<file path="src/rtl/hack_pkg.sv">
// Shared op encoding and helpers for the reduction tree.
package hack_pkg;

  typedef enum logic [1:0] {
    OP_OR  = 2'b00,
    OP_AND = 2'b01,
    OP_XOR = 2'b10,
    OP_NOR = 2'b11
  } op_e;

  // Identity element used to pad odd-sized levels (NOR runs as OR in the tree).
  function automatic logic identity(input op_e op);
    return (op == OP_AND);
  endfunction

  // Number of bits held after k halvings of a w-bit word (ceil at each step).
  function automatic int unsigned level_width(input int unsigned w, input int unsigned k);
    int unsigned n;
    n = w;
    for (int unsigned i = 0; i < k; i++) n = (n + 1) / 2;
    return n;
  endfunction

endpackage

</file>
<file path="src/rtl/reduce_tree_pipe_level.sv">
// reduce_level: one registered tree level combining adjacent pairs of N input bits.
module reduce_level
  import hack_pkg::*;
#(
  parameter int unsigned N    = 2,
  parameter bit          LAST = 1'b0
) (
  input  logic                   clk,
  input  logic                   reset,
  input  logic                   adv,
  input  logic                   in_valid,
  input  op_e                    in_op,
  input  logic [N-1:0]           in_data,
  output logic                   out_valid,
  output op_e                    out_op,
  output logic [(N+1)/2-1:0]     out_data
);

  localparam int unsigned NO = (N + 1) / 2;

  logic [2*NO-1:0] padded;
  logic [NO-1:0]   nxt;

  always_comb begin
    padded         = {(2*NO){identity(in_op)}};
    padded[N-1:0]  = in_data;
    nxt            = '0;
    for (int unsigned i = 0; i < NO; i++) begin
      case (in_op)
        OP_AND:  nxt[i] = padded[2*i] & padded[2*i+1];
        OP_XOR:  nxt[i] = padded[2*i] ^ padded[2*i+1];
        default: nxt[i] = padded[2*i] | padded[2*i+1];
      endcase
    end
    if (LAST && in_op == OP_NOR) nxt = ~nxt;
  end

  always_ff @(posedge clk) begin
    if (reset) begin
      out_valid <= 1'b0;
      out_op    <= OP_OR;
      out_data  <= '0;
    end else if (adv) begin
      out_valid <= in_valid;
      out_op    <= in_op;
      out_data  <= nxt;
    end
  end

endmodule

</file>
<file path="src/rtl/reduce_tree_pipe.sv">
// Pipelined OR/AND/XOR/NOR word reduction, one register per tree level.
// Optional sticky result flag: define REDUCE_TREE_STICKY_EN.
module reduce_tree_pipe
  import hack_pkg::*;
#(
  parameter int unsigned WIDTH = 8
) (
  input  logic             clk,
  input  logic             reset,
  input  logic             in_valid,
  output logic             in_ready,
  input  logic [WIDTH-1:0] in_data,
  input  logic [1:0]       in_op,
  output logic             out_valid,
  input  logic             out_ready,
  output logic             out_y
`ifdef REDUCE_TREE_STICKY_EN
  ,
  input  logic             sticky_clr,
  output logic             sticky_y
`endif
);

  localparam int unsigned LEVELS = (WIDTH <= 1) ? 1 : $clog2(WIDTH);

  logic advance;
  assign advance  = !out_valid || out_ready;
  assign in_ready = advance;

  for (genvar k = 0; k < LEVELS; k++) begin : g_lvl
    localparam int unsigned NI = level_width(WIDTH, k);
    localparam int unsigned NO = level_width(WIDTH, k + 1);

    logic          v;
    op_e           op;
    logic [NO-1:0] d;

    if (k == 0) begin : g_first
      reduce_level #(.N(NI), .LAST(k == LEVELS - 1)) u_level (
        .clk       (clk),
        .reset     (reset),
        .adv       (advance),
        .in_valid  (in_valid && in_ready),
        .in_op     (op_e'(in_op)),
        .in_data   (in_data),
        .out_valid (v),
        .out_op    (op),
        .out_data  (d)
      );
    end else begin : g_next
      reduce_level #(.N(NI), .LAST(k == LEVELS - 1)) u_level (
        .clk       (clk),
        .reset     (reset),
        .adv       (advance),
        .in_valid  (g_lvl[k-1].v),
        .in_op     (g_lvl[k-1].op),
        .in_data   (g_lvl[k-1].d),
        .out_valid (v),
        .out_op    (op),
        .out_data  (d)
      );
    end
  end

  assign out_valid = g_lvl[LEVELS-1].v;
  assign out_y     = g_lvl[LEVELS-1].d[0];

  // The last level has already applied its op (NOR inversion), so its op register has no reader.
  logic unused_last_op;
  assign unused_last_op = ^g_lvl[LEVELS-1].op;

`ifdef REDUCE_TREE_STICKY_EN
  always_ff @(posedge clk) begin
    if (reset)                              sticky_y <= 1'b0;
    else if (out_valid && out_ready && out_y) sticky_y <= 1'b1;
    else if (sticky_clr)                    sticky_y <= 1'b0;
  end
`endif

endmodule

</file>
<file path="config.mk">
export PLATFORM = sky130hd
export DESIGN_NAME = reduce_tree_pipe
export DESIGN_NICKNAME = d
export VERILOG_FILES = /design/src/rtl/hack_pkg.sv /design/src/rtl/reduce_tree_pipe_level.sv /design/src/rtl/reduce_tree_pipe.sv
export SDC_FILE = /design/constraint.sdc
export NUM_CORES = 1
export LEC_CHECK = 0
export BUFFER_PORTS_ARGS = -buffer_cell sky130_fd_sc_hd__buf_2
export CAP_MARGIN = 20
export CORE_MARGIN = 10
export CORE_UTILIZATION = 48
export CTS_CLUSTER_DIAMETER = 60
export DETAILED_ROUTE_END_ITERATION = 10
export PLACE_DENSITY_LB_ADDON = 0.15
export SLEW_MARGIN = 20
export SYNTH_ARGS = -nofsm -noshare
export SYNTH_HDL_FRONTEND = slang
export SYNTH_SLANG_ARGS = --single-unit
</file>
<file path="constraint.sdc">
create_clock -name clk -period 1.4 [get_ports clk]
set_clock_uncertainty 0.05 [all_clocks]
set_input_delay 0 -clock clk [delete_from_list [all_inputs] [get_ports clk]]
set_output_delay 0 -clock clk [all_outputs]
set_load 0.02 [all_outputs]
</file>
Word level (Yosys, flattened, before mapping)
Cells that the tools add are included.

word-level totals
  register bits = 14
  bits of input ports = 14
  output and inout bits = 3
  logic and storage cells = 48

operators by class
  equal/unequal tests = 7
  multiplexer cells = 8
  bitwise operators = 22
  reduce and logical (&&, ||, !) cells = 3

operators with widths
  operator                                              number
  case mux 1 bit (2 select lines)                       7
  equality test 2 bit (second input constant)           4
  AND 1 bit                                             7
  bitwise OR 1 bit                                      7
  XOR 1 bit                                             7
  equality test 2 x 1 -> 1 bit (second input constant)  3
  logical AND 1 bit                                     1
  logical NOT 1 bit                                     1
  logical OR 1 bit                                      1
  2-to-1 mux 1 bit                                      1
  NOT 1 bit                                             1

Depth between registers and ports, before layout
  depth after elaboration = 4
  mapped depth = 6

Hierarchy
Synthesis repeated with hierarchy kept, for this count alone.

second synthesis, totals
  cell total of the unflattened synthesis = 114
  area, all modules = 1058.5 um2

by module, submodules not included
  module                                   instances  cells each  area an instance (um2)
  reduce_level (g_lvl[0].g_first.u_level)  1          51          464.2
  reduce_level (g_lvl[1].g_next.u_level)   1          35          315.3
  reduce_level (g_lvl[2].g_next.u_level)   1          26          256.5
  reduce_tree_pipe                         1          2           22.5

Least setup slack after synthesis
No wires, ideal clock.

  kind = flip-flop to flip-flop
  from = reg g_lvl[1].g_next.u_level.out_op[0]
  to = reg g_lvl[2].g_next.u_level.out_data
  setup time = 0.091 ns
  arrival time = 1.232 ns
  path slack = 0.027 ns
  cell stages (with the launch flop) = 5
  period minus slack after synthesis = 1.373 ns
  cell sequence = dfxtp_1 -> inv_1 -> ha_1 -> or3_1 -> a311oi_1

on the way
  longest elaborated chain between the ends = 4

ends and longest elaborated chain
  what                                                                        line                          RTL
  start, declared                                                             reduce_tree_pipe_level.sv:15  output op_e out_op,
  start signal, assigned                                                      reduce_tree_pipe_level.sv:45  out_op <= in_op;
  equality test 2 bit / equality test 2 x 1 -> 1 bit (equally long branches)  reduce_tree_pipe_level.sv:29  case (in_op)
  case mux 1 bit (2 select lines)                                             reduce_tree_pipe_level.sv:29
  NOT 1 bit                                                                   reduce_tree_pipe_level.sv:35  if (LAST && in_op == OP_NOR) nxt = ~nxt;
  2-to-1 mux 1 bit (*)                                                        reduce_tree_pipe_level.sv:35
  end signal, assigned                                                        reduce_tree_pipe_level.sv:46  out_data <= nxt;
  end, declared                                                               reduce_tree_pipe_level.sv:16  output logic [(N+1)/2-1:0] out_data

Mark *: on every way between the ends. The rest lies on a longest branch, timed or not.
A chain may end at the register's enable or synchronous reset.

Final worst setup path
  from = reg g_lvl[1].g_next.u_level.out_data[1]
  to = reg g_lvl[2].g_next.u_level.out_data

on the way
  longest elaborated chain between the ends = 4

ends and longest elaborated chain
  what                                      line                          RTL
  start, declared                           reduce_tree_pipe_level.sv:16
  start signal, assigned                    reduce_tree_pipe_level.sv:46
  bitwise OR 1 bit (tied with other cells)  reduce_tree_pipe_level.sv:32  default: nxt[i] = padded[2*i] | padded[2*i+1];
  case mux 1 bit (2 select lines) (*)       reduce_tree_pipe_level.sv:29
  NOT 1 bit                                 reduce_tree_pipe_level.sv:35
  2-to-1 mux 1 bit (*)                      reduce_tree_pipe_level.sv:35

Marked as above.

==> key figures <==
Status
  • Status: completed

STA
  • Fmax achieved: 721 MHz
  • Final period utilization: between 90% and 100%
  • Smallest hold slack: 24.1 ps
  • Worst Tran Pin Value: 291 ps
  • Tmin final: ~1400 ps
  • Slew margin rel.: 80.6%
  • Final Max Tran Viols: 0
  • RSZ-0062 raised after global routing: yes
  • Fin. Hold Viols: 0
  • Final setup fails: 0

Synth
  • Yosys cell types: 19
  • Count leader, synth: ha_1
  • Mapped Area: around 950 µm²
  • Top_reg_cell synth: dfxtp_1
  • Largest cells by area after synthesis: dfxtp_1, ha_1, inv_1
  • Asr flop ratio synth: 0%
  • XOR/XNOR Fraction of Synth Area: 0.920%
  • Cell taking the most area after synthesis: dfxtp_1
  • Post-synthesis adder-cell area fraction: between 20% and 30%
  • Post-synth EDFFs: 0
  • Combinational family with the most area after synthesis: adder cells
  • Ys Warns: 0
  • FF+latch count, synth: 14
  • Syn Area/Cell: roughly 8.5 µm²
  • Compound-Gate Fraction of Synth Area: 20.0%
  • Post-synthesis mux area share: 0%
  • Seq/Total Area, Yosys: a little under 30%
  • Simple-gate share of the synthesized area: roughly 11%
  • Top cells by instance count after synthesis: ha_1, inv_1, nand2_1
  • Share of the synthesized area in the top cell type: 29.4%
  • Synthesized instance count: about 110
  • Syn Nets: 147

Global routing
  • GRT Overall Usage: about a tenth
  • Gr ovfl total: 0
  • Initial antenna violation count: 0
  • Pin count of the biggest net entering global routing: 20
  • First-pass GRT wire length: between 3000 and 4000 µm
  • Vias in the first global route: slightly below 800

Critical path
  • Crit start category: flip-flop
  • Slowest CP cell: dfxtp_2
  • Critical path type: reg2reg
  • Crit-path cells: inv_2 > ha_4 > a22oi_2 > or3_1 > a311oi_1
  • CP top delay family: flip-flops
  • WP buf/inv: 1
  • CP max FO: 3
  • Critical path arrival: 1530 ps
  • CP Data Required Time: roughly 1600 ps
  • Slowest stage delay, CP: about 350 ps
  • Type of destination of the critical path: flip-flop

Detailed routing
  • Routed wire length: 1930 µm
  • Vias/cell: around 4.9
  • Via count: 806
  • Drt wl/cell: approximately 12 µm
  • Post-DRT Antenna Nets: 0
  • First-pass DRT Iterations: 3
  • DRC viols: 0
  • DRT iter0 DRCs: 32

Final layout
  • Fin cells: 163
  • Synthesis-to-layout area growth: 28.9%
  • Nets: around 170
  • Ant. Diodes: 0
  • Layout cells sized above 1: 31.6%

Clock tree
  • Htree depth: 1
  • TritonCTS clock tree: built
  • Clk pin slew, worst setup/hold paths: ~90 ps
  • Inserted Clock Buffers: 3
  • Clock Sinks: 14
  • Root buffer cell: clkbuf_4
  • Clock Path Buffers: 2
  • Skew-Pair Late Insertion Delay: around 280 ps

Floorplan
  • Die area: approximately 0.0042 mm²
  • Row count: 16
  • Core area: between 0.0015 and 0.002 mm²
  • Initial Utilization: approximately 50%
  • Die H: approximately 65 µm
  • Die Width: 64.5 µm
  • Io pins: 17

Pwr
  • Leakage: 0.600 nW
  • Pwr/cell area: between 800 and 900 mW/mm²
  • Maximum vdd drop: 0.000581 V

Place
  • Hpwl dp: between 1000 and 1500 µm
  • Number of I/O port buffers: 16
  • Placed Cells: ~160
  • RePlAce Congestion: roughly 0.8

Job
  • Max-cap viol count: 0

Min path
  • Hold WC Path Type: in2reg
sequential cells by signal, summed over array words and instances, names as in the netlist:
| signal | flops |
|---|---|
| g_lvl.g_next.u_level.out_valid | 2 |
| g_lvl.g_first.u_level.out_valid | 1 |
| g_lvl.g_next.u_level.out_data | 3 |
| g_lvl.g_next.u_level.out_op | 2 |
| g_lvl.g_first.u_level.out_data | 4 |
| g_lvl.g_first.u_level.out_op | 2 |
worst register-to-register path, stage by stage, from the launching register on:
cell      delay, ps
dfxtp_2         350
inv_2            50
ha_4            260
a22oi_2          50
or3_1           300
a311oi_1        240
per-stage QoR:
step           setup slack (ps)  total power [mW]  setup TNS [ps]  util (%)  instance area, µm²
4_1_cts                   0.376             0.977               0      59.2                1140
5_1_grt                   -40.7              1.09           -40.9      63.9                1230
3_3_place_gp               51.0             0.666               0      55.7                1070
6_report                   13.2              1.01               0      63.9                1230
2_1_floorplan              26.8             0.607               0         -                 952
3_5_place_dp               18.0             0.677               0      55.7                1070
kinds of logic after synthesis:
kind of cell / after synthesis
compound gates: 27
flops: 14
simple gates: 24
buf+inv: 25
fa+ha+maj: 21
xor+xnor: 1
layout make-up:
type	count	area, µm²
Timing Repair Buffer	24	148
Clock buffer	4	36.3
Inverter	21	78.8
Sequential cell	14	287
Fill cell	180	694
Tap cell	27	33.8
Multi-Input combinational cell	73	644
placed cells by master, fill, tap and decap left out, drive strengths merged, types with 3 or more instances in the layout:
master,synthesis,routed
a21oi,13,13
dfxtp,14,14
ha,21,21
buf,3,21
nor2,3,3
clkbuf,1,4
inv,20,20
nand2,18,18
a211o,6,6
dlygate4sd3,0,3
a221oi,6,6
routing by layer:
metal | part of all wire, % | track usage, % | vias up | wire (µm)
met5 | 0 | 0 | - | 0
met4 | 0.41 | 2.41 | 0 | 8
met3 | 5.7 | 4.12 | 2 | 111
met2 | 45 | 14.8 | 13 | 875
met1 | 49 | 11.2 | 369 | 938
li1 | - | - | 422 | -
where the power goes:
| group | internal, mW | total, mW | switching [mW] | leakage, nW |
|---|---|---|---|---|
| clock network | 0.158 | 0.293 | 0.134 | 0.0210 |
| logic | 0.136 | 0.263 | 0.127 | 0.461 |
| registers | 0.433 | 0.458 | 0.0241 | 0.118 |
final timing paths:
check | from | endpoint | slack, ps | cells after the start
max reg2reg | g_lvl[1].g_next.u_level.out_data[1] | g_lvl[2].g_next.u_level.out_data | 10 | 5
min reg2reg | g_lvl[1].g_next.u_level.out_valid | g_lvl[1].g_next.u_level.out_valid | 410 | 2
max | g_lvl[1].g_next.u_level.out_data[1] | g_lvl[2].g_next.u_level.out_data | 10 | 5
min | reset | g_lvl[0].g_first.u_level.out_data[1] | 20 | 2
what timing repair did:
action / 4_1_cts / 5_1_grt
endpoints found under the setup margin: 0 / 7
gates resized for setup: 0 / 18
hold buffers: 3 / 0
hold endpoints to repair: 3 / 0
setup buffers: 0 / 1
Power figures use the tool's default switching activity.
